**config.mk**
```make
export PLATFORM = sky130hd
export DESIGN_NAME = sink_deframer
export DESIGN_NICKNAME = d
export VERILOG_FILES = /design/src/rtl/sink_deframer.sv
export SDC_FILE = /design/constraint.sdc
export NUM_CORES = 1
export LEC_CHECK = 0
export BUFFER_PORTS_ARGS = -buffer_cell sky130_fd_sc_hd__buf_2
export CORE_UTILIZATION = 34
export CTS_BUF_LIST = sky130_fd_sc_hd__clkbuf_8
export CTS_CLUSTER_DIAMETER = 120
export CTS_CLUSTER_SIZE = 10
export DETAILED_ROUTE_END_ITERATION = 10
export PLACE_DENSITY = 0.59
export SLEW_MARGIN = 30
export SYNTH_ARGS = -nofsm -noshare
export SYNTH_HDL_FRONTEND = slang
export SYNTH_SLANG_ARGS = --single-unit
```
**constraint.sdc**
```tcl
create_clock -name clk -period 6.1 [get_ports clk]
set_input_delay 0 -clock clk [delete_from_list [all_inputs] [get_ports clk]]
set_output_delay 0 -clock clk [all_outputs]
set_load 0.05 [all_outputs]
```
**src/rtl/sink_deframer.sv**
```systemverilog
// Receive-side TDM deframer: locks to 256-cycle frames of 32 byte-wide slots, rebuilds
// each slot byte MSB first, checks per-slot parity, tracks sync loss and captures one selected slot.
module sink_deframer #(
    parameter int MISS_MAX  = 2,
    parameter bit PAR_CHECK = 1'b1
) (
    input  logic       clk,
    input  logic       reset,
    input  logic       sdata,
    input  logic       sync,
    input  logic       parity,
    input  logic [4:0] sel_slot,
    output logic [7:0] dout,
    output logic [4:0] slot,
    output logic       valid,
    output logic       parity_err,
    output logic [7:0] sel_data,
    output logic       sel_strobe,
    output logic       locked,
    output logic [7:0] perr_cnt
);

    localparam logic [2:0] MISS_LIMIT = 3'(MISS_MAX);

    typedef enum logic {
        HUNT,
        LOCKED
    } state_t;

    state_t     state, state_next;
    logic [7:0] cnt, cnt_next;
    logic [7:0] shreg, shreg_next;
    logic [2:0] miss, miss_next;
    logic [7:0] word;
    logic       slot_done;
    logic       word_perr;
    logic       sel_hit;

    // The sync bit itself is bit 7 of slot 0, so a fresh lock starts one bit into the frame.
    always_comb begin
        state_next = state;
        cnt_next   = cnt;
        shreg_next = shreg;
        miss_next  = miss;
        slot_done  = 1'b0;
        word       = {shreg[6:0], sdata};
        word_perr  = PAR_CHECK & (^word ^ parity);
        sel_hit    = (cnt[7:3] == sel_slot);

        case (state)
            HUNT: begin
                if (sync) begin
                    state_next = LOCKED;
                    cnt_next   = 8'd1;
                    shreg_next = {7'b0, sdata};
                end
            end
            LOCKED: begin
                shreg_next = word;
                cnt_next   = cnt + 8'd1;
                slot_done  = (cnt[2:0] == 3'd7);
                if (cnt == 8'd0 && sync) begin
                    miss_next = 3'd0;
                end else if (cnt == 8'd0 || sync) begin
                    miss_next = miss + 3'd1;
                    // Dropping lock discards alignment; a stray sync here never relocks directly.
                    if (miss_next >= MISS_LIMIT) begin
                        state_next = HUNT;
                        cnt_next   = 8'd0;
                        shreg_next = 8'd0;
                        miss_next  = 3'd0;
                    end
                end
            end
            default: state_next = HUNT;
        endcase
    end

    always_ff @(posedge clk) begin
        if (reset) begin
            state <= HUNT;
            cnt   <= 8'd0;
            shreg <= 8'd0;
            miss  <= 3'd0;
        end else begin
            state <= state_next;
            cnt   <= cnt_next;
            shreg <= shreg_next;
            miss  <= miss_next;
        end
    end

    // A slot completing in the same cycle as a lock drop is still reported.
    always_ff @(posedge clk) begin
        if (reset) begin
            dout       <= 8'd0;
            slot       <= 5'd0;
            valid      <= 1'b0;
            parity_err <= 1'b0;
            sel_data   <= 8'd0;
            sel_strobe <= 1'b0;
            perr_cnt   <= 8'd0;
        end else begin
            valid      <= slot_done;
            sel_strobe <= slot_done && sel_hit;
            if (slot_done) begin
                dout       <= word;
                slot       <= cnt[7:3];
                parity_err <= word_perr;
                if (word_perr && perr_cnt != 8'hFF) begin
                    perr_cnt <= perr_cnt + 8'd1;
                end
                if (sel_hit) begin
                    sel_data <= word;
                end
            end
        end
    end

    assign locked = (state == LOCKED);

endmodule
```
After elaboration in Yosys (flattened, before gate mapping)
Cells that the tools add are included.

storage, ports and cells
  latch bits = 0
  bits in registers = 51
  memories kept = 0
  memory bits (read-only) = 0
  RAM bits = 0
  logic and storage cells = 50

cells by class
  shifts and indexed selects = 0
  reduce and logical (&&, ||, !) cells = 10
  equal/unequal tests = 4
  div/mod/pow operators = 0
  add/subtract/negate cells = 3
  $lt $le $gt $ge = 1
  multiplexer cells = 19
  multiply operators = 0
  bitwise gates (word level) = 2

operators by type and width
  kind                                                                    number
  8-bit two-way mux                                                       4
  7-bit two-way mux                                                       4
  8-bit by 1-bit adder with 8-bit output (second input constant)          2
  8-bit case mux with 2 select lines                                      1
  7-bit case mux with 2 select lines                                      1
  3-bit two-way mux                                                       3
  8-bit logical NOT                                                       1
  8-bit != test (second input constant)                                   1
  8-bit parity                                                            1
  2-bit AND reduction                                                     3
  5-bit == test                                                           1
  1-bit two-way mux                                                       5
  3-bit by 1-bit adder with 3-bit output (second input constant)          1
  3-bit == test (second input constant)                                   1
  3-bit by 2-bit >= comparator with 1-bit output (second input constant)  1
  1-bit logical AND                                                       3
  2-bit != test (second input constant)                                   1
  1-bit case mux with 2 select lines                                      1
  2-bit nonzero test                                                      1
  1-bit logical OR                                                        1
  1-bit inverter                                                          1
  1-bit bitwise XOR                                                       1

Depth between registers and ports, before layout
  depth in word-level cells = 6
  depth in mapped cells = 8
  mapped depth without buffers = 7

Worst setup path before layout
No wires, ideal clock.

  path type = reg-to-reg
  start point = register shreg[3]
  end point = register perr_cnt[5]
  path buffers = 1
  arrival time = 1.819 ns
  cell stages (with the launch flop) = 7
  data required time = 5.979 ns
  period minus slack after synthesis = 1.940 ns
  setup slack = 4.160 ns
  library setup time = 0.121 ns
  path through = dfxtp_1 xnor2_1 xnor3_1 xnor2_1 buf_6 nor4_4 mux2_2

between the ends
  longest elaborated chain between the ends = 4

ends and longest elaborated chain
  what                           RTL line  RTL
  start, declared                32        logic [7:0] shreg, shreg_next;
  start signal, assigned         88        shreg <= shreg_next;
  8-bit parity                   47        word_perr = PAR_CHECK & (^word ^ parity);
  1-bit bitwise XOR              47
  1-bit logical AND              110       if (word_perr && perr_cnt != 8'hFF) begin
  2-bit AND reduction (no line)  -
  end signal, assigned           111       perr_cnt <= perr_cnt + 8'd1;
  end, declared                  20        output logic [7:0] perr_cnt

Every way passes these cells.
A chain may end at the register's enable or synchronous reset.

Worst setup path in the final report
  start point = register state (netlist: locked)
  end point = register perr_cnt[7]

between the ends
  longest elaborated chain between the ends = 2

ends and longest elaborated chain
  what                           RTL line  RTL
  start, declared                30        state_t state, state_next;
  start signal, assigned         86        state <= state_next;
  1-bit two-way mux              50        case (state)
  2-bit AND reduction (no line)  -

Every way passes these cells.

==> flow_summary_export.csv <==
group,metric,value,unit
yosys,synthesis.area,0.00230,mm²
outcome,status,"finished, violations left",
worst_setup_path,path_max_fanout,25,
place,place_inst,357,
worst_setup_path,criticalPathCategory,"reg2reg",
yosys,synth_nets,270,
sta,setup_violations,0,
sta,skew,0.00712,ns
floorplan,die_height,84.3,µm
global_routing,first_global_vias,1768,
worst_setup_path,path_buf_inv,0,
clocking,cts_buffers,5,
sta,tightest_slew,0.856,ns
sta,fmax,402,MHz
yosys,synth.avg_cell_area,9.07,µm²
yosys,yosysSeqAreaShare,0.443,
clocking,htree_levels,2,
global_routing,grt_overflow_total,0,
final_layout,final_cell_mix,"51 x dfxtp_1, 42 x buf_2, 30 x nand2_1, 24 x nor2_1, 23 x a21oi_1",
route,wirelength,5140,µm
min_path,hp-class,"in2reg",
floorplan,io-pin-count,43,
worst_setup_path,arrival,2.66,ns
clocking,clock-sinks,51,
worst_setup_path,startpoint_type,"flip-flop",
global_routing,antenna_found_initial,0,
clocking,tritoncts,"yes",
route,drt-initial-drc-count,74,
sta,setup_tns,0,ns
route,via_count,1923,
pwr,finalPower,0.603,mW
job,max-cap-violations,0,
pwr,p_per_area,229,mW/mm²
route,vias_per_cell,5.25,
final_layout,synthToLayoutAreaGrowth,14.1,%
place,io_buffers,42,
final_layout,nFillCells,664,
floorplan,rows,29,
floorplan,die_w,84.3,µm
worst_setup_path,slowest_stage,"dfxtp_1",
clocking,clk_path_buf_depth,2,
clocking,cts_root_buf,"clkbuf_8",
final_layout,antenna_cells,0,
final_layout,drive_gt1_frac,0.190,
final_layout,seq_area,0.00102,mm²
sta,slew_headroom,0.429,
worst_setup_path,worstPathRequired,6.27,ns
yosys,ys_types,42,
sta,hold_ws,0.103,ns
global_routing,track_usage,0.153,
final_layout,fin_cells,366,
outcome,violations,"DRC",
place,gp_congestion,0.725,
floorplan,start_util,0.357,
global_routing,grt_max_degree,50,
final_layout,final_nets,304,
sta,drv_slew,0,
global_routing,grt_first_pass_wirelength,8560,µm
route,drc,5,
floorplan,coreArea,0.00646,mm²
clocking,clk_pin_slew,0.10,ns
final_layout,final_common_cell,"dfxtp_1",
route,final_antenna_net_count,0,
clocking,clock_latency,0.31,ns
floorplan,die_area,0.00711,mm²
yosys,synth_seq_cells,51,
route,wl_per_cell,14.0,µm
worst_setup_path,max_stage_delay,0.83,ns
worst_setup_path,crit_chain,"and2_1, nand4_1, or2b_1, o31ai_1, a21oi_1",
yosys,yosysWarnings,0,
worst_setup_path,cp-end-kind,"flip-flop",
sta,period_needed,2.49,ns
pwr,peakVddDrop,0.0832,mV
yosys,syn_inst,254,
route,first_pass_iters,8,
pwr,p_leak,1.11,nW
place,place_hpwl,3440,µm
sta,finalCritPeriodShare,0.408,
sta,rsz0062_at_grt,"no",
worst_setup_path,crit_family,"simple AND/OR/NAND/NOR gates",
sta,finalHoldViolCount,0,
final_layout,multiInputGateArea,0.00117,mm²
==> layer usage <==
| metal | vias to the layer above | track usage | wire [µm] |
|---|---|---|---|
| met3 | 4 | 0.0354 | 182 |
| met4 | 0 | 0.0502 | 41 |
| met5 | - | 0 | 0 |
| met1 | 913 | 0.198 | 2480 |
| met2 | 40 | 0.252 | 2430 |
| li1 | 966 | - | - |
==> power breakdown <==
group	total (mW)	switching (mW)	leakage, nW	internal (mW)
clock	0.212	0.126	0.0502	0.0853
sequential	0.343	0.00691	0.412	0.336
combinational	0.0485	0.0308	0.653	0.0177
total	0.603	0.164	1.11	0.439
==> registers in the layout, indices dropped and copies added, names as in the netlist <==
register and count:
cnt 8, dout 8, locked 1, miss 3, parity_err 1, perr_cnt 8
sel_data 8, sel_strobe 1, shreg 7, slot 5, valid 1
==> final cells by class <==
class                           instances  area share
Multi-Input combinational cell        180       0.444
Sequential cell                        51       0.388
Timing Repair Buffer                   43      0.0838
Tap cell                               77      0.0366
Clock buffer                            5      0.0262
Clock inverter                          3      0.0109
Inverter                                7      0.0100
==> worst register-to-register path: cells and delay by family (launching register included) <==
family	cells	cell delay [ns]
AND/OR/NAND/NOR	3	1.24
flip-flops	1	0.83
AO/OA/AOI/OAI	2	0.28
==> cell families (layout without fill, tap and decap cells) <==
group	after synthesis	in the layout	synth area share
flops	51	51	0.443
xor+xnor	16	16	0.0668
simple gates	94	94	0.204
buf+inv	23	58	0.0532
compound gates	54	54	0.156
fa+ha+maj	6	6	0.0326
mux	10	10	0.0445
==> path summary, 6_finish.rpt <==
kind | startpoint | end | slack [ns] | cells past startpoint
setup / recovery | locked | perr_cnt[7] | 3.61 | 5
hold reg to reg | slot[0] | slot[0] | 0.46 | 2
hold / removal | sync | cnt[5] | 0.10 | 3
setup reg to reg | locked | perr_cnt[7] | 3.61 | 5
==> cells in the mapped netlist <==
cell type | count | share of area
a211oi_1 | 2 | 0.0065
a21boi_0 | 1 | 0.0033
a21o_1 | 3 | 0.0098
a21oi_1 | 23 | 0.050
a31o_2 | 1 | 0.0038
a32o_1 | 1 | 0.0043
a32oi_1 | 8 | 0.030
and2_1 | 2 | 0.0054
and3_1 | 2 | 0.0054
and3b_1 | 1 | 0.0038
buf_6 | 2 | 0.0098
clkbuf_1 | 11 | 0.018
clkbuf_4 | 1 | 0.0033
dfxtp_1 | 51 | 0.44
dlymetal6s2s_1 | 2 | 0.011
ha_1 | 6 | 0.033
inv_1 | 7 | 0.011
mux2_2 | 2 | 0.0098
mux2i_1 | 8 | 0.035
nand2_1 | 30 | 0.049
nand2b_1 | 3 | 0.0081
nand3_1 | 6 | 0.013
nand4_1 | 4 | 0.011
nor2_1 | 24 | 0.039
nor2b_1 | 2 | 0.0054
nor3_1 | 7 | 0.015
nor3b_1 | 4 | 0.013
nor4_1 | 1 | 0.0027
nor4_4 | 1 | 0.0092
nor4b_1 | 1 | 0.0038
o2111ai_1 | 1 | 0.0038
o21a_1 | 2 | 0.0065
o21ai_0 | 3 | 0.0065
o21bai_1 | 1 | 0.0033
o311ai_0 | 2 | 0.0076
o31ai_1 | 5 | 0.016
o41ai_1 | 1 | 0.0038
or2b_1 | 1 | 0.0033
or4_1 | 5 | 0.016
xnor2_1 | 7 | 0.027
xnor3_1 | 1 | 0.0098
xor2_1 | 8 | 0.030
==> metrics by stage <==
| step | area (µm²) | setup slack [ns] | util |
|---|---|---|---|
| 4_1_cts | 2630 | 3.65 | 0.407 |
| 2_1_floorplan | 2300 | 4.16 | - |
| 3_5_place_dp | 2520 | 3.65 | 0.390 |
| 3_3_place_gp | 2510 | 3.61 | 0.389 |
| 6_report | 2630 | 3.61 | 0.407 |
| 5_1_grt | 2630 | 3.37 | 0.407 |
==> what timing repair did <==
item	4_1_cts	5_1_grt
hold buffers	1	0
gates resized for setup	0	0
endpoints found under the hold margin	2	0
buffers inserted	0	0
(Power assumes the default switching activity.)
